**config.mk**
```make
export PLATFORM = sky130hd
export DESIGN_NAME = tmma_left_feeder_flat
export DESIGN_NICKNAME = d
export VERILOG_FILES = /design/src/rtl/tmma_left_feeder_if.sv /design/src/rtl/tmma_left_feeder.sv /design/src/flat_wrapper.sv
export SDC_FILE = /design/constraint.sdc
export NUM_CORES = 1
export LEC_CHECK = 0
export BUFFER_PORTS_ARGS = -buffer_cell sky130_fd_sc_hd__buf_2
export CAP_MARGIN = 20
export CORE_ASPECT_RATIO = 0.75
export CORE_MARGIN = 5
export CORE_UTILIZATION = 39
export DETAILED_ROUTE_END_ITERATION = 10
export PLACE_DENSITY = 0.65
export SLEW_MARGIN = 20
export SYNTH_ARGS = -nofsm -noshare
export SYNTH_HDL_FRONTEND = slang
export SYNTH_SLANG_ARGS = --single-unit
```
**constraint.sdc**
```tcl
create_clock -name clk -period 11.98 [get_ports clk]
set_input_delay 3.594 -clock clk [delete_from_list [all_inputs] [get_ports clk]]
set_output_delay 3.594 -clock clk [all_outputs]
set_load 0.03 [all_outputs]
```
**src/rtl/tmma_left_feeder_if.sv**
```systemverilog
// Bundle of the control, row-buffer and PE left-edge signals of one row feeder.
`ifndef SARRAY_W
`define SARRAY_W 4
`endif
`ifndef PE_INPUT_DATA_WIDTH
`define PE_INPUT_DATA_WIDTH 16
`endif
`ifndef TMMA_CNT_WIDTH
`define TMMA_CNT_WIDTH 8
`endif
`ifndef TMMA_PRECISION_WIDTH
`define TMMA_PRECISION_WIDTH 2
`endif
`ifndef PE_DATA_TYPE_C
`define PE_DATA_TYPE_C 1'b1
`endif
`ifndef PE_DATA_TYPE_A
`define PE_DATA_TYPE_A 1'b0
`endif

interface tmma_left_feeder_if #(
  parameter int unsigned ADDR_W = 10
);
  localparam int unsigned DATA_W = `PE_INPUT_DATA_WIDTH;
  localparam int unsigned CNT_W  = `TMMA_CNT_WIDTH;
  localparam int unsigned PREC_W = `TMMA_PRECISION_WIDTH;

  logic              start_i;
  logic              load_c_i;
  logic [CNT_W-1:0]  k_i;
  logic [PREC_W-1:0] precision_i;
  logic [ADDR_W-1:0] c_base_i;
  logic [ADDR_W-1:0] a_base_i;
  logic              busy_o;
  logic              done_o;
  logic              rd_en_o;
  logic [ADDR_W-1:0] rd_addr_o;
  logic [DATA_W-1:0] rd_data_i;
  logic              left_data_valid_o;
  logic [CNT_W-1:0]  left_data_cnt_o;
  logic              left_data_type_o;
  logic [PREC_W-1:0] left_precision_o;
  logic [DATA_W-1:0] left_data_o;

  // Feeder side
  modport slave (
    input  start_i, load_c_i, k_i, precision_i, c_base_i, a_base_i, rd_data_i,
    output busy_o, done_o, rd_en_o, rd_addr_o,
    output left_data_valid_o, left_data_cnt_o, left_data_type_o,
    output left_precision_o, left_data_o
  );

  // Controller / row-buffer / PE side
  modport master (
    output start_i, load_c_i, k_i, precision_i, c_base_i, a_base_i, rd_data_i,
    input  busy_o, done_o, rd_en_o, rd_addr_o,
    input  left_data_valid_o, left_data_cnt_o, left_data_type_o,
    input  left_precision_o, left_data_o
  );
endinterface

```
**src/rtl/tmma_left_feeder.sv**
```systemverilog
// Left-edge feeder for one systolic array row: reads C then A words, tags and skews them by ROW.
`ifndef SARRAY_W
`define SARRAY_W 4
`endif
`ifndef PE_INPUT_DATA_WIDTH
`define PE_INPUT_DATA_WIDTH 16
`endif
`ifndef TMMA_CNT_WIDTH
`define TMMA_CNT_WIDTH 8
`endif
`ifndef TMMA_PRECISION_WIDTH
`define TMMA_PRECISION_WIDTH 2
`endif
`ifndef PE_DATA_TYPE_C
`define PE_DATA_TYPE_C 1'b1
`endif
`ifndef PE_DATA_TYPE_A
`define PE_DATA_TYPE_A 1'b0
`endif

module tmma_left_feeder #(
  parameter int unsigned ROW      = 0,
  parameter int unsigned SARRAY_W = `SARRAY_W,
  parameter int unsigned ADDR_W   = 10
) (
  input logic               clk,
  input logic               rst,
  tmma_left_feeder_if.slave bus
);
  localparam int unsigned DATA_W = `PE_INPUT_DATA_WIDTH;
  localparam int unsigned CNT_W  = `TMMA_CNT_WIDTH;
  localparam int unsigned PREC_W = `TMMA_PRECISION_WIDTH;
  // pipe word: {valid, last, type, cnt, data}
  localparam int unsigned PIPE_W = 3 + CNT_W + DATA_W;

  typedef enum logic [1:0] {IDLE, RD_C, RD_A, DRAIN} state_t;

  state_t              state_q, state_d;
  logic [CNT_W-1:0]    idx_q, idx_d;
  logic [CNT_W-1:0]    k_l;
  logic [PREC_W-1:0]   prec_l;
  logic [ADDR_W-1:0]   c_base_l, a_base_l;
  logic                start_acc;

  logic [CNT_W-1:0]    k_d;
  logic [ADDR_W-1:0]   c_base_d, a_base_d;
  logic                rd_en_d, iss_type_d, iss_last_d, busy_d, done_empty_d;
  logic [ADDR_W-1:0]   rd_addr_d;
  logic [CNT_W-1:0]    iss_cnt_d;

  logic                rd_en_q, iss_type_q, iss_last_q, busy_q, done_q;
  logic [ADDR_W-1:0]   rd_addr_q;
  logic [CNT_W-1:0]    iss_cnt_q;

  logic                lat_valid_q, lat_last_q, lat_type_q;
  logic [CNT_W-1:0]    lat_cnt_q;

  logic [PIPE_W-1:0]   pipe_in, pipe_out;

  logic                out_valid_q, out_type_q;
  logic [CNT_W-1:0]    out_cnt_q;
  logic [PREC_W-1:0]   out_prec_q;
  logic [DATA_W-1:0]   out_data_q;

  assign start_acc = bus.start_i && (state_q == IDLE);

  // State register plus per-operation latched parameters
  always_ff @(posedge clk or posedge rst) begin
    if (rst) begin
      state_q  <= IDLE;
      idx_q    <= '0;
      k_l      <= '0;
      prec_l   <= '0;
      c_base_l <= '0;
      a_base_l <= '0;
    end else begin
      state_q <= state_d;
      idx_q   <= idx_d;
      if (start_acc) begin
        k_l      <= bus.k_i;
        prec_l   <= bus.precision_i;
        c_base_l <= bus.c_base_i;
        a_base_l <= bus.a_base_i;
      end
    end
  end

  // Next-state: one read per cycle in RD_C/RD_A, DRAIN until the last word is out
  always_comb begin
    state_d = state_q;
    idx_d   = idx_q;
    unique case (state_q)
      IDLE: begin
        if (start_acc) begin
          idx_d = '0;
          if (bus.load_c_i)       state_d = RD_C;
          else if (bus.k_i != '0) state_d = RD_A;
          else                    state_d = DRAIN;
        end
      end
      RD_C: begin
        if (idx_q == CNT_W'(SARRAY_W - 1)) begin
          idx_d   = '0;
          state_d = (k_l != '0) ? RD_A : DRAIN;
        end else begin
          idx_d = idx_q + CNT_W'(1);
        end
      end
      RD_A: begin
        if (idx_q == k_l - CNT_W'(1)) begin
          idx_d   = '0;
          state_d = DRAIN;
        end else begin
          idx_d = idx_q + CNT_W'(1);
        end
      end
      DRAIN: begin
        if (done_q) state_d = IDLE;
      end
      default: state_d = IDLE;
    endcase
  end

  // Output decode: next-cycle read request and tag derived from the next state
  always_comb begin
    k_d          = start_acc ? bus.k_i      : k_l;
    c_base_d     = start_acc ? bus.c_base_i : c_base_l;
    a_base_d     = start_acc ? bus.a_base_i : a_base_l;
    rd_en_d      = 1'b0;
    rd_addr_d    = '0;
    iss_type_d   = 1'b0;
    iss_cnt_d    = '0;
    iss_last_d   = 1'b0;
    busy_d       = (state_d != IDLE);
    done_empty_d = start_acc && !bus.load_c_i && (bus.k_i == '0);
    unique case (state_d)
      RD_C: begin
        rd_en_d    = 1'b1;
        rd_addr_d  = c_base_d + ADDR_W'(idx_d);
        iss_type_d = `PE_DATA_TYPE_C;
        iss_cnt_d  = idx_d + CNT_W'(1);
        iss_last_d = (idx_d == CNT_W'(SARRAY_W - 1)) && (k_d == '0);
      end
      RD_A: begin
        rd_en_d    = 1'b1;
        rd_addr_d  = a_base_d + ADDR_W'(idx_d);
        iss_type_d = `PE_DATA_TYPE_A;
        iss_cnt_d  = idx_d;
        iss_last_d = (idx_d == k_d - CNT_W'(1));
      end
      default: ;
    endcase
  end

  // Read-issue registers and tag entering the pipeline with the read
  always_ff @(posedge clk or posedge rst) begin
    if (rst) begin
      rd_en_q    <= 1'b0;
      rd_addr_q  <= '0;
      iss_type_q <= 1'b0;
      iss_cnt_q  <= '0;
      iss_last_q <= 1'b0;
      busy_q     <= 1'b0;
    end else begin
      rd_en_q    <= rd_en_d;
      rd_addr_q  <= rd_addr_d;
      iss_type_q <= iss_type_d;
      iss_cnt_q  <= iss_cnt_d;
      iss_last_q <= iss_last_d;
      busy_q     <= busy_d;
    end
  end

  // Read-latency stage: tag aligns with rd_data_i
  always_ff @(posedge clk or posedge rst) begin
    if (rst) begin
      lat_valid_q <= 1'b0;
      lat_last_q  <= 1'b0;
      lat_type_q  <= 1'b0;
      lat_cnt_q   <= '0;
    end else begin
      lat_valid_q <= rd_en_q;
      lat_last_q  <= iss_last_q;
      lat_type_q  <= iss_type_q;
      lat_cnt_q   <= iss_cnt_q;
    end
  end

  assign pipe_in = {lat_valid_q, lat_last_q, lat_type_q, lat_cnt_q, bus.rd_data_i};

  if (ROW == 0) begin : g_noskew
    assign pipe_out = pipe_in;
  end else begin : g_skew
    logic [PIPE_W-1:0] skew_q [ROW];
    // ROW-deep skew shift register
    always_ff @(posedge clk or posedge rst) begin
      if (rst) begin
        for (int i = 0; i < int'(ROW); i++) skew_q[i] <= '0;
      end else begin
        skew_q[0] <= pipe_in;
        for (int i = 1; i < int'(ROW); i++) skew_q[i] <= skew_q[i-1];
      end
    end
    assign pipe_out = skew_q[ROW-1];
  end

  // Output register: fields zeroed when invalid, done coincides with the last word
  always_ff @(posedge clk or posedge rst) begin
    if (rst) begin
      out_valid_q <= 1'b0;
      out_type_q  <= 1'b0;
      out_cnt_q   <= '0;
      out_prec_q  <= '0;
      out_data_q  <= '0;
      done_q      <= 1'b0;
    end else begin
      out_valid_q <= pipe_out[PIPE_W-1];
      out_type_q  <= pipe_out[PIPE_W-1] ? pipe_out[PIPE_W-3] : 1'b0;
      out_cnt_q   <= pipe_out[PIPE_W-1] ? pipe_out[DATA_W +: CNT_W] : '0;
      out_prec_q  <= pipe_out[PIPE_W-1] ? prec_l : '0;
      out_data_q  <= pipe_out[PIPE_W-1] ? pipe_out[DATA_W-1:0] : '0;
      done_q      <= done_empty_d || (pipe_out[PIPE_W-1] && pipe_out[PIPE_W-2]);
    end
  end

  assign bus.busy_o            = busy_q;
  assign bus.done_o            = done_q;
  assign bus.rd_en_o           = rd_en_q;
  assign bus.rd_addr_o         = rd_addr_q;
  assign bus.left_data_valid_o = out_valid_q;
  assign bus.left_data_cnt_o   = out_cnt_q;
  assign bus.left_data_type_o  = out_type_q;
  assign bus.left_precision_o  = out_prec_q;
  assign bus.left_data_o       = out_data_q;
endmodule

```
**src/flat_wrapper.sv**
```systemverilog
// flat-port wrapper written by rule: the top's interface ports become plain ports
module tmma_left_feeder_flat 
#(
  parameter int unsigned ROW      = 0,
  parameter int unsigned SARRAY_W = `SARRAY_W,
  parameter int unsigned ADDR_W   = 10
)
  (clk, rst, bus_start_i, bus_load_c_i, bus_k_i, bus_precision_i, bus_c_base_i, bus_a_base_i, bus_rd_data_i, bus_busy_o, bus_done_o, bus_rd_en_o, bus_rd_addr_o, bus_left_data_valid_o, bus_left_data_cnt_o, bus_left_data_type_o, bus_left_precision_o, bus_left_data_o);
  tmma_left_feeder_if #(.ADDR_W(ADDR_W)) bus_i ();
  input logic clk;
  input logic rst;
  input wire logic [$bits(bus_i.start_i)-1:0] bus_start_i;
  input wire logic [$bits(bus_i.load_c_i)-1:0] bus_load_c_i;
  input wire logic [$bits(bus_i.k_i)-1:0] bus_k_i;
  input wire logic [$bits(bus_i.precision_i)-1:0] bus_precision_i;
  input wire logic [$bits(bus_i.c_base_i)-1:0] bus_c_base_i;
  input wire logic [$bits(bus_i.a_base_i)-1:0] bus_a_base_i;
  input wire logic [$bits(bus_i.rd_data_i)-1:0] bus_rd_data_i;
  output wire logic [$bits(bus_i.busy_o)-1:0] bus_busy_o;
  output wire logic [$bits(bus_i.done_o)-1:0] bus_done_o;
  output wire logic [$bits(bus_i.rd_en_o)-1:0] bus_rd_en_o;
  output wire logic [$bits(bus_i.rd_addr_o)-1:0] bus_rd_addr_o;
  output wire logic [$bits(bus_i.left_data_valid_o)-1:0] bus_left_data_valid_o;
  output wire logic [$bits(bus_i.left_data_cnt_o)-1:0] bus_left_data_cnt_o;
  output wire logic [$bits(bus_i.left_data_type_o)-1:0] bus_left_data_type_o;
  output wire logic [$bits(bus_i.left_precision_o)-1:0] bus_left_precision_o;
  output wire logic [$bits(bus_i.left_data_o)-1:0] bus_left_data_o;
  assign bus_i.start_i = bus_start_i;
  assign bus_i.load_c_i = bus_load_c_i;
  assign bus_i.k_i = bus_k_i;
  assign bus_i.precision_i = bus_precision_i;
  assign bus_i.c_base_i = bus_c_base_i;
  assign bus_i.a_base_i = bus_a_base_i;
  assign bus_i.rd_data_i = bus_rd_data_i;
  assign bus_busy_o = bus_i.busy_o;
  assign bus_done_o = bus_i.done_o;
  assign bus_rd_en_o = bus_i.rd_en_o;
  assign bus_rd_addr_o = bus_i.rd_addr_o;
  assign bus_left_data_valid_o = bus_i.left_data_valid_o;
  assign bus_left_data_cnt_o = bus_i.left_data_cnt_o;
  assign bus_left_data_type_o = bus_i.left_data_type_o;
  assign bus_left_precision_o = bus_i.left_precision_o;
  assign bus_left_data_o = bus_i.left_data_o;
  tmma_left_feeder #(.ROW(ROW), .SARRAY_W(SARRAY_W), .ADDR_W(ADDR_W)) u_core (.clk(clk), .rst(rst), .bus(bus_i));
endmodule
```
==> results.py, run 1 <==
metrics = {
    "floorplan": {
        "num_rows": 35,
        "die_area_um2": 15100,
        "core_area_um2": 12300,
        "boundaryPins": 91,
        "floorplan.initialDensity": 0.401,
        "die_x_um": 140,
        "die_h_um": 108,
    },
    "drt": {
        "wirelength_mm": 10.9,
        "drt_iter0_drc": 196,
        "drt-pass1-iter-count": 5,
        "dr_total_vias": 3683,
        "route.detailed.drc": 0,
        "avgRoutedWirePerCell_um": 14.7,
        "postRouteAntennaNets": 0,
        "avgViaCountPerCell": 4.97,
    },
    "synthesis": {
        "yosys_most_used_dff": "dfrtp_1",
        "synthCells": 485,
        "ys_seq_area_frac": 0.515,
        "synth-seq-cells": 102,
        "yosys_warnings": 0,
        "syn_nets": 552,
        "synth_edf_count": 0,
        "async_flop_share": 1.00,
        "syn_area_um2": 4950,
        "synth_cell_type_count": 61,
        "syn_avg_cell_area_um2": 10.2,
    },
    "sta": {
        "fin_ws_ns": 4.74,
        "skew_ns": 0.00805,
        "setup_viol": 0,
        "tightest_slew_ns": 0.794,
        "fin_setup_tns_ns": 0,
        "hold_ws_ns": 0.344,
        "finalHoldViolCount": 0,
        "maxSlewViolCount": 0,
        "relSlewSlack": 0.471,
        "rsz0062_at_grt": "no",
        "final.period_utilization": 0.604,
        "fmax_mhz": 138,
        "final.min_clock_period_ns": 7.24,
    },
    "cts": {
        "cts_hold_buf": 0,
        "cts_max_path_buffers": 2,
        "cts_setup_buffers": 0,
        "clock_latency_ns": 0.34,
        "cts_resized": 0,
        "cts_root_buf": "clkbuf_16",
        "h-tree-depth": 3,
        "cts_buffers": 9,
        "cts_tree": "done",
        "cts.clk_slew.worst_paths_ns": 0.07,
        "clkSinkCount": 102,
    },
    "placement": {
        "dpl-instance-area_um2": 5560,
        "pre_cts_ws_ns": 4.39,
        "dpl.cell_count": 725,
        "portBuffers": 90,
        "place_congestion": 0.892,
        "dp_hpwl_mm": 8.06,
    },
    "critical_path": {
        "crit_type": "in -> reg",
        "required_ns": 12.19,
        "cp_max_fo": 17,
        "reg2reg_depth": 19,
        "critPathLaunchType": "input pin",
        "rrSetupSlack_ns": 6.89,
        "cp.arrival_ns": 7.45,
        "rr_startpoint": "u_core.idx_q[1]$_DFF_PP0_",
        "r2r-end": "u_core.bus.rd_addr_o[9]$_DFF_PP0_",
        "cp-end-kind": "flop",
    },
    "finish": {
        "fin_area_um2": 5860,
        "drive_above_1_share": 0.245,
        "utilization": 0.474,
        "finalNonFillerCells": 741,
        "layout.nets": 637,
        "area_growth_pct": 18.3,
        "diodes": 0,
    },
    "pwr": {
        "p_leak_nw": 2.89,
        "vdd_ir_drop_max_mv": 0.116,
        "total_power_mw": 1.68,
        "pwr_density_cell_nw_per_um2": 287,
    },
    "hold_path": {
        "hp-class": "reg -> reg",
        "hold_depth": 0,
        "min_from": "u_core.iss_cnt_q[0]$_DFF_PP0_",
        "hold_end": "u_core.lat_cnt_q[0]$_DFF_PP0_",
    },
    "global_route": {
        "grt_pass1_vias": 3672,
        "gr-usage-all-layers": 0.150,
        "grt_pass1_wl_mm": 18.3,
        "grt-ovfl-total": 0,
        "grt_max_degree": 91,
        "antenna_found_initial": 0,
    },
    "run_status": {
        "status": "complete, no violations",
    },
    "flow_run": {
        "maxCapViolCount": 0,
    },
}
## worst max path at each step
| stage | slack (ns) | end | from | cells after the start |
|---|---|---|---|---|
| final | 4.74 | u_core.bus.rd_addr_o[9]$_DFF_PP0_ | bus_k_i[1] | 18 |
| after global routing | 4.39 | u_core.bus.rd_addr_o[8]$_DFF_PP0_ | bus_k_i[1] | 18 |
| after CTS | 4.74 | u_core.bus.rd_addr_o[9]$_DFF_PP0_ | bus_k_i[1] | 18 |
| after detailed placement | 4.39 | u_core.bus.rd_addr_o[9]$_DFF_PP0_ | bus_k_i[1] | 18 |
| after global placement | 4.47 | u_core.bus.rd_addr_o[9]$_DFF_PP0_ | bus_k_i[1] | 18 |
| after floorplan | 4.79 | u_core.bus.rd_addr_o[9]$_DFF_PP0_ | bus_start_i | 20 |
## final cells by class
| class | count | area [µm²] |
|---|---|---|
| Fill cell | 1165 | 6490 |
| Clock inverter | 7 | 68.8 |
| Timing Repair Buffer | 94 | 484 |
| Sequential cell | 102 | 2550 |
| Multi-Input combinational cell | 340 | 2230 |
| Tap cell | 166 | 208 |
| Inverter | 23 | 88.8 |
| Clock buffer | 9 | 225 |
## Yosys cell counts (all sizes together) (2+ instances only)
library cell | n | share of area
dfrtp | 102 | 0.52
nand2 | 92 | 0.070
nor2 | 30 | 0.023
and2 | 29 | 0.037
inv | 23 | 0.017
xnor2 | 18 | 0.032
a21oi | 17 | 0.018
ha | 16 | 0.040
nand3 | 13 | 0.013
clkbuf | 12 | 0.0091
mux2 | 11 | 0.025
nor3 | 11 | 0.011
xor2 | 11 | 0.019
o21ai | 9 | 0.011
buf | 8 | 0.0091
mux2i | 7 | 0.014
nand4 | 7 | 0.0088
nor2b | 7 | 0.0088
nand2b | 6 | 0.0076
or4 | 6 | 0.010
a21o | 5 | 0.0078
o211ai | 4 | 0.0061
o21bai | 4 | 0.0061
a22o | 3 | 0.0056
and3 | 3 | 0.0038
o31a | 3 | 0.0058
a211oi | 2 | 0.0056
a22oi | 2 | 0.0030
a32oi | 2 | 0.0051
nor4 | 2 | 0.0056
o2111ai | 2 | 0.0048
o21a | 2 | 0.0033
o221ai | 2 | 0.0035
or4b | 2 | 0.0040
## critical path, cell delays in order
cell	delay (ns)
buf_2	0.10
or4_1	0.53
nor3_1	0.35
nor2_1	0.08
o21a_1	0.22
ha_1	0.45
mux2_2	0.40
ha_1	0.27
a21o_1	0.15
a21oi_1	0.21
o21bai_1	0.08
a21oi_1	0.22
o21bai_1	0.09
a21oi_1	0.17
nor2b_1	0.09
o21ai_0	0.20
xor2_1	0.17
nor2_1	0.06
## cells in the final DEF, fill, tap and decap left out, types with 13 or more instances in the layout
master     n
dfrtp_1  102
nand2_1   92
buf_2     90
nor2_1    30
and2_1    28
inv_1     22
xnor2_1   18
a21oi_1   16
ha_1      16
nand3_1   13
## per-layer routing
metal / track usage / part of all wire
met5: 0 / 0
met2: 0.223 / 0.43
met1: 0.214 / 0.47
met4: 0.0360 / 0.0084
met3: 0.0466 / 0.083
## flip-flops by register name, indices dropped and copies added (netlist names)
signal,flops
u_core.idx_q,8
u_core.lat_last_q,1
u_core.lat_valid_q,1
u_core.state_q,2
u_core.bus.left_precision_o,2
u_core.k_l,8
u_core.c_base_l,10
u_core.lat_cnt_q,8
u_core.bus.done_o,1
u_core.iss_cnt_q,8
u_core.prec_l,2
u_core.iss_last_q,1
u_core.bus.left_data_cnt_o,8
u_core.bus.busy_o,1
u_core.bus.rd_en_o,1
u_core.lat_type_q,1
u_core.bus.left_data_type_o,1
u_core.iss_type_q,1
u_core.bus.left_data_valid_o,1
u_core.a_base_l,10
u_core.bus.rd_addr_o,10
u_core.bus.left_data_o,16
## power by group
part | switching, mW | total (mW) | internal, mW
sequential | 0.0932 | 0.563 | 0.470
clock | 0.132 | 0.278 | 0.145
combinational | 0.514 | 0.842 | 0.328
## cell families (layout without fill, tap and decap cells)
group,after synthesis,in the layout,share of synthesized area
flip-flops,102,102,0.515
buffers and inverters,43,133,0.0356
AND/OR/NAND/NOR,211,211,0.209
multiplexers,18,18,0.0392
adder cells (fa/ha/maj),17,17,0.0445
XOR/XNOR,29,29,0.0513
AO/OA/AOI/OAI,65,65,0.105
No activity file was read; power rests on OpenSTA's default activity.
==> run 2, diff against run 1 <==
==> constraint.sdc (replaced) <==
create_clock -name clk -period 7.3 [get_ports clk]
set_input_delay 2.19 -clock clk [delete_from_list [all_inputs] [get_ports clk]]
set_output_delay 2.19 -clock clk [all_outputs]
set_load 0.03 [all_outputs]
==> results.py, run 2 (same netlist as run 1, synthesis figures left out) <==
metrics = {
    "run_status": {
        "status": "complete, no violations",
    },
    "sta": {
        "rsz0062_at_grt": "no",
        "fmax_mhz": 170,
        "relSlewSlack": 0.390,
        "tightest_slew_ns": 0.915,
        "maxSlewViolCount": 0,
        "setup_viol": 0,
        "final.period_utilization": 0.805,
        "fin_setup_tns_ns": 0,
        "final.min_clock_period_ns": 5.88,
        "skew_ns": 0.00491,
        "finalHoldViolCount": 0,
    },
    "cts": {
        "cts_hold_buf": 0,
        "cts_tree": "done",
        "clock_latency_ns": 0.34,
        "cts_buffers": 9,
        "cts_setup_buffers": 0,
        "cts.clk_slew.worst_paths_ns": 0.07,
        "cts_max_path_buffers": 2,
        "cts_root_buf": "clkbuf_16",
        "clkSinkCount": 102,
        "cts_resized": 0,
        "h-tree-depth": 3,
    },
    "critical_path": {
        "r2r-end": "u_core.bus.rd_addr_o[9]$_DFF_PP0_",
        "crit_end": "u_core.bus.rd_addr_o[9]$_DFF_PP0_",
        "crit_path_start": "bus_k_i[1]",
        "required_ns": 7.50,
        "rrSetupSlack_ns": 2.20,
        "crit_type": "in -> reg",
        "rr_startpoint": "u_core.idx_q[0]$_DFF_PP0_",
        "critPathLaunchType": "input pin",
        "reg2reg_depth": 20,
        "cp-end-kind": "flop",
        "cp.arrival_ns": 6.08,
        "cp_max_fo": 9,
    },
    "floorplan": {
        "die_h_um": 108,
        "floorplan.initialDensity": 0.401,
        "boundaryPins": 91,
        "die_x_um": 140,
        "core_area_um2": 12300,
        "die_area_um2": 15100,
        "num_rows": 35,
    },
    "finish": {
        "layout.nets": 638,
        "fill_cells": 1184,
        "utilization": 0.476,
        "fin_area_um2": 5880,
        "final_cell_mix": "102 x dfrtp_1, 92 x nand2_1, 90 x buf_2",
        "area_growth_pct": 18.8,
        "drive_above_1_share": 0.247,
        "layout_commonest_cell": "dfrtp_1",
        "largest_reg_flops": 16,
        "diodes": 0,
    },
    "flow_run": {
        "maxCapViolCount": 0,
    },
    "drt": {
        "drt-pass1-iter-count": 4,
        "route.detailed.drc": 0,
        "wirelength_mm": 10.9,
        "dr_total_vias": 3670,
        "postRouteAntennaNets": 0,
        "avgRoutedWirePerCell_um": 14.7,
        "drt_iter0_drc": 141,
        "avgViaCountPerCell": 4.95,
    },
    "global_route": {
        "grt-ovfl-total": 0,
        "gr-usage-all-layers": 0.154,
        "grt_pass1_vias": 3694,
        "antenna_found_initial": 0,
        "grt_pass1_wl_mm": 18.8,
        "grt_max_degree": 75,
    },
    "placement": {
        "dpl-instance-area_um2": 5570,
        "portBuffers": 90,
        "dp_hpwl_mm": 8.15,
        "place_congestion": 0.865,
    },
    "pwr": {
        "p_leak_nw": 2.91,
        "total_power_mw": 2.81,
        "vdd_ir_drop_max_mv": 0.216,
        "pwr_density_cell_nw_per_um2": 478,
    },
    "hold_path": {
        "hp-class": "reg -> reg",
    },
}
[run 2: cell count changes in the layout (fill, tap and decap cells not counted)]
cell,change
inv_8,+2
buf_4,+2
buf_6,-1
clkinvlp_4,-2
bufinv_16,+1
clkinv_8,-1
[run 2: how the worst min path moves through the flow]
stage                     cells after the start                            end  slack (ns)                           from
after floorplan                               0  u_core.lat_cnt_q[0]$_DFF_PP0_        0.33  u_core.iss_cnt_q[0]$_DFF_PP0_
after global placement                        0    u_core.lat_type_q$_DFF_PP0_        0.33    u_core.iss_type_q$_DFF_PP0_
after detailed placement                      0    u_core.lat_type_q$_DFF_PP0_        0.33    u_core.iss_type_q$_DFF_PP0_
after CTS                                     0    u_core.lat_type_q$_DFF_PP0_        0.35    u_core.iss_type_q$_DFF_PP0_
after global routing                          0  u_core.lat_cnt_q[5]$_DFF_PP0_        0.36  u_core.iss_cnt_q[5]$_DFF_PP0_
final                                         0    u_core.lat_type_q$_DFF_PP0_        0.35    u_core.iss_type_q$_DFF_PP0_
[run 2: layout make-up]
class                      count  area [µm²]  share of cell area
sequential                   102        2550               0.434
multi-input combinational    340        2230               0.379
timing repair buffer          95         488              0.0829
clock buffer                   9         225              0.0383
tap                          166         208              0.0353
clock inverter                 7        90.1              0.0153
inverter                      23        88.8              0.0151
[run 2: per-layer routing]
metal	GRT usage	up-vias	share of wire
met1	0.223	1725	0.49
li1	-	1806	-
met3	0.0448	5	0.080
met2	0.231	134	0.43
met4	0.0290	0	0.0051
met5	0	-	0
[run 2: metrics by stage]
stage,worst slack (ns),instances,hold WS (ns)
5_1_grt,1.17,742,0.359
2_1_floorplan,1.51,485,0.331
3_5_place_dp,1.08,726,0.335
4_1_cts,1.44,742,0.351
6_report,1.42,742,0.351
3_3_place_gp,1.23,726,0.334
[run 2: worst max-delay path, cell delays in order]
cell      delay, ns
buf_2          0.10
or4_1          0.53
nor3_1         0.34
nor2_1         0.07
o21a_1         0.22
ha_1           0.32
buf_4          0.22
mux2_2         0.30
ha_1           0.27
a21o_1         0.15
a21oi_1        0.22
o21bai_1       0.09
a21oi_1        0.21
o21bai_1       0.09
a21oi_1        0.20
nor2b_1        0.09
o21ai_0        0.24
xor2_1         0.16
nor2_1         0.05
[run 2: power by group]
part / switching (mW) / internal (mW) / total [mW]
combinational: 0.849 / 0.544 / 1.39
clock: 0.220 / 0.276 / 0.495
sequential: 0.155 / 0.771 / 0.926
total: 1.22 / 1.59 / 2.81
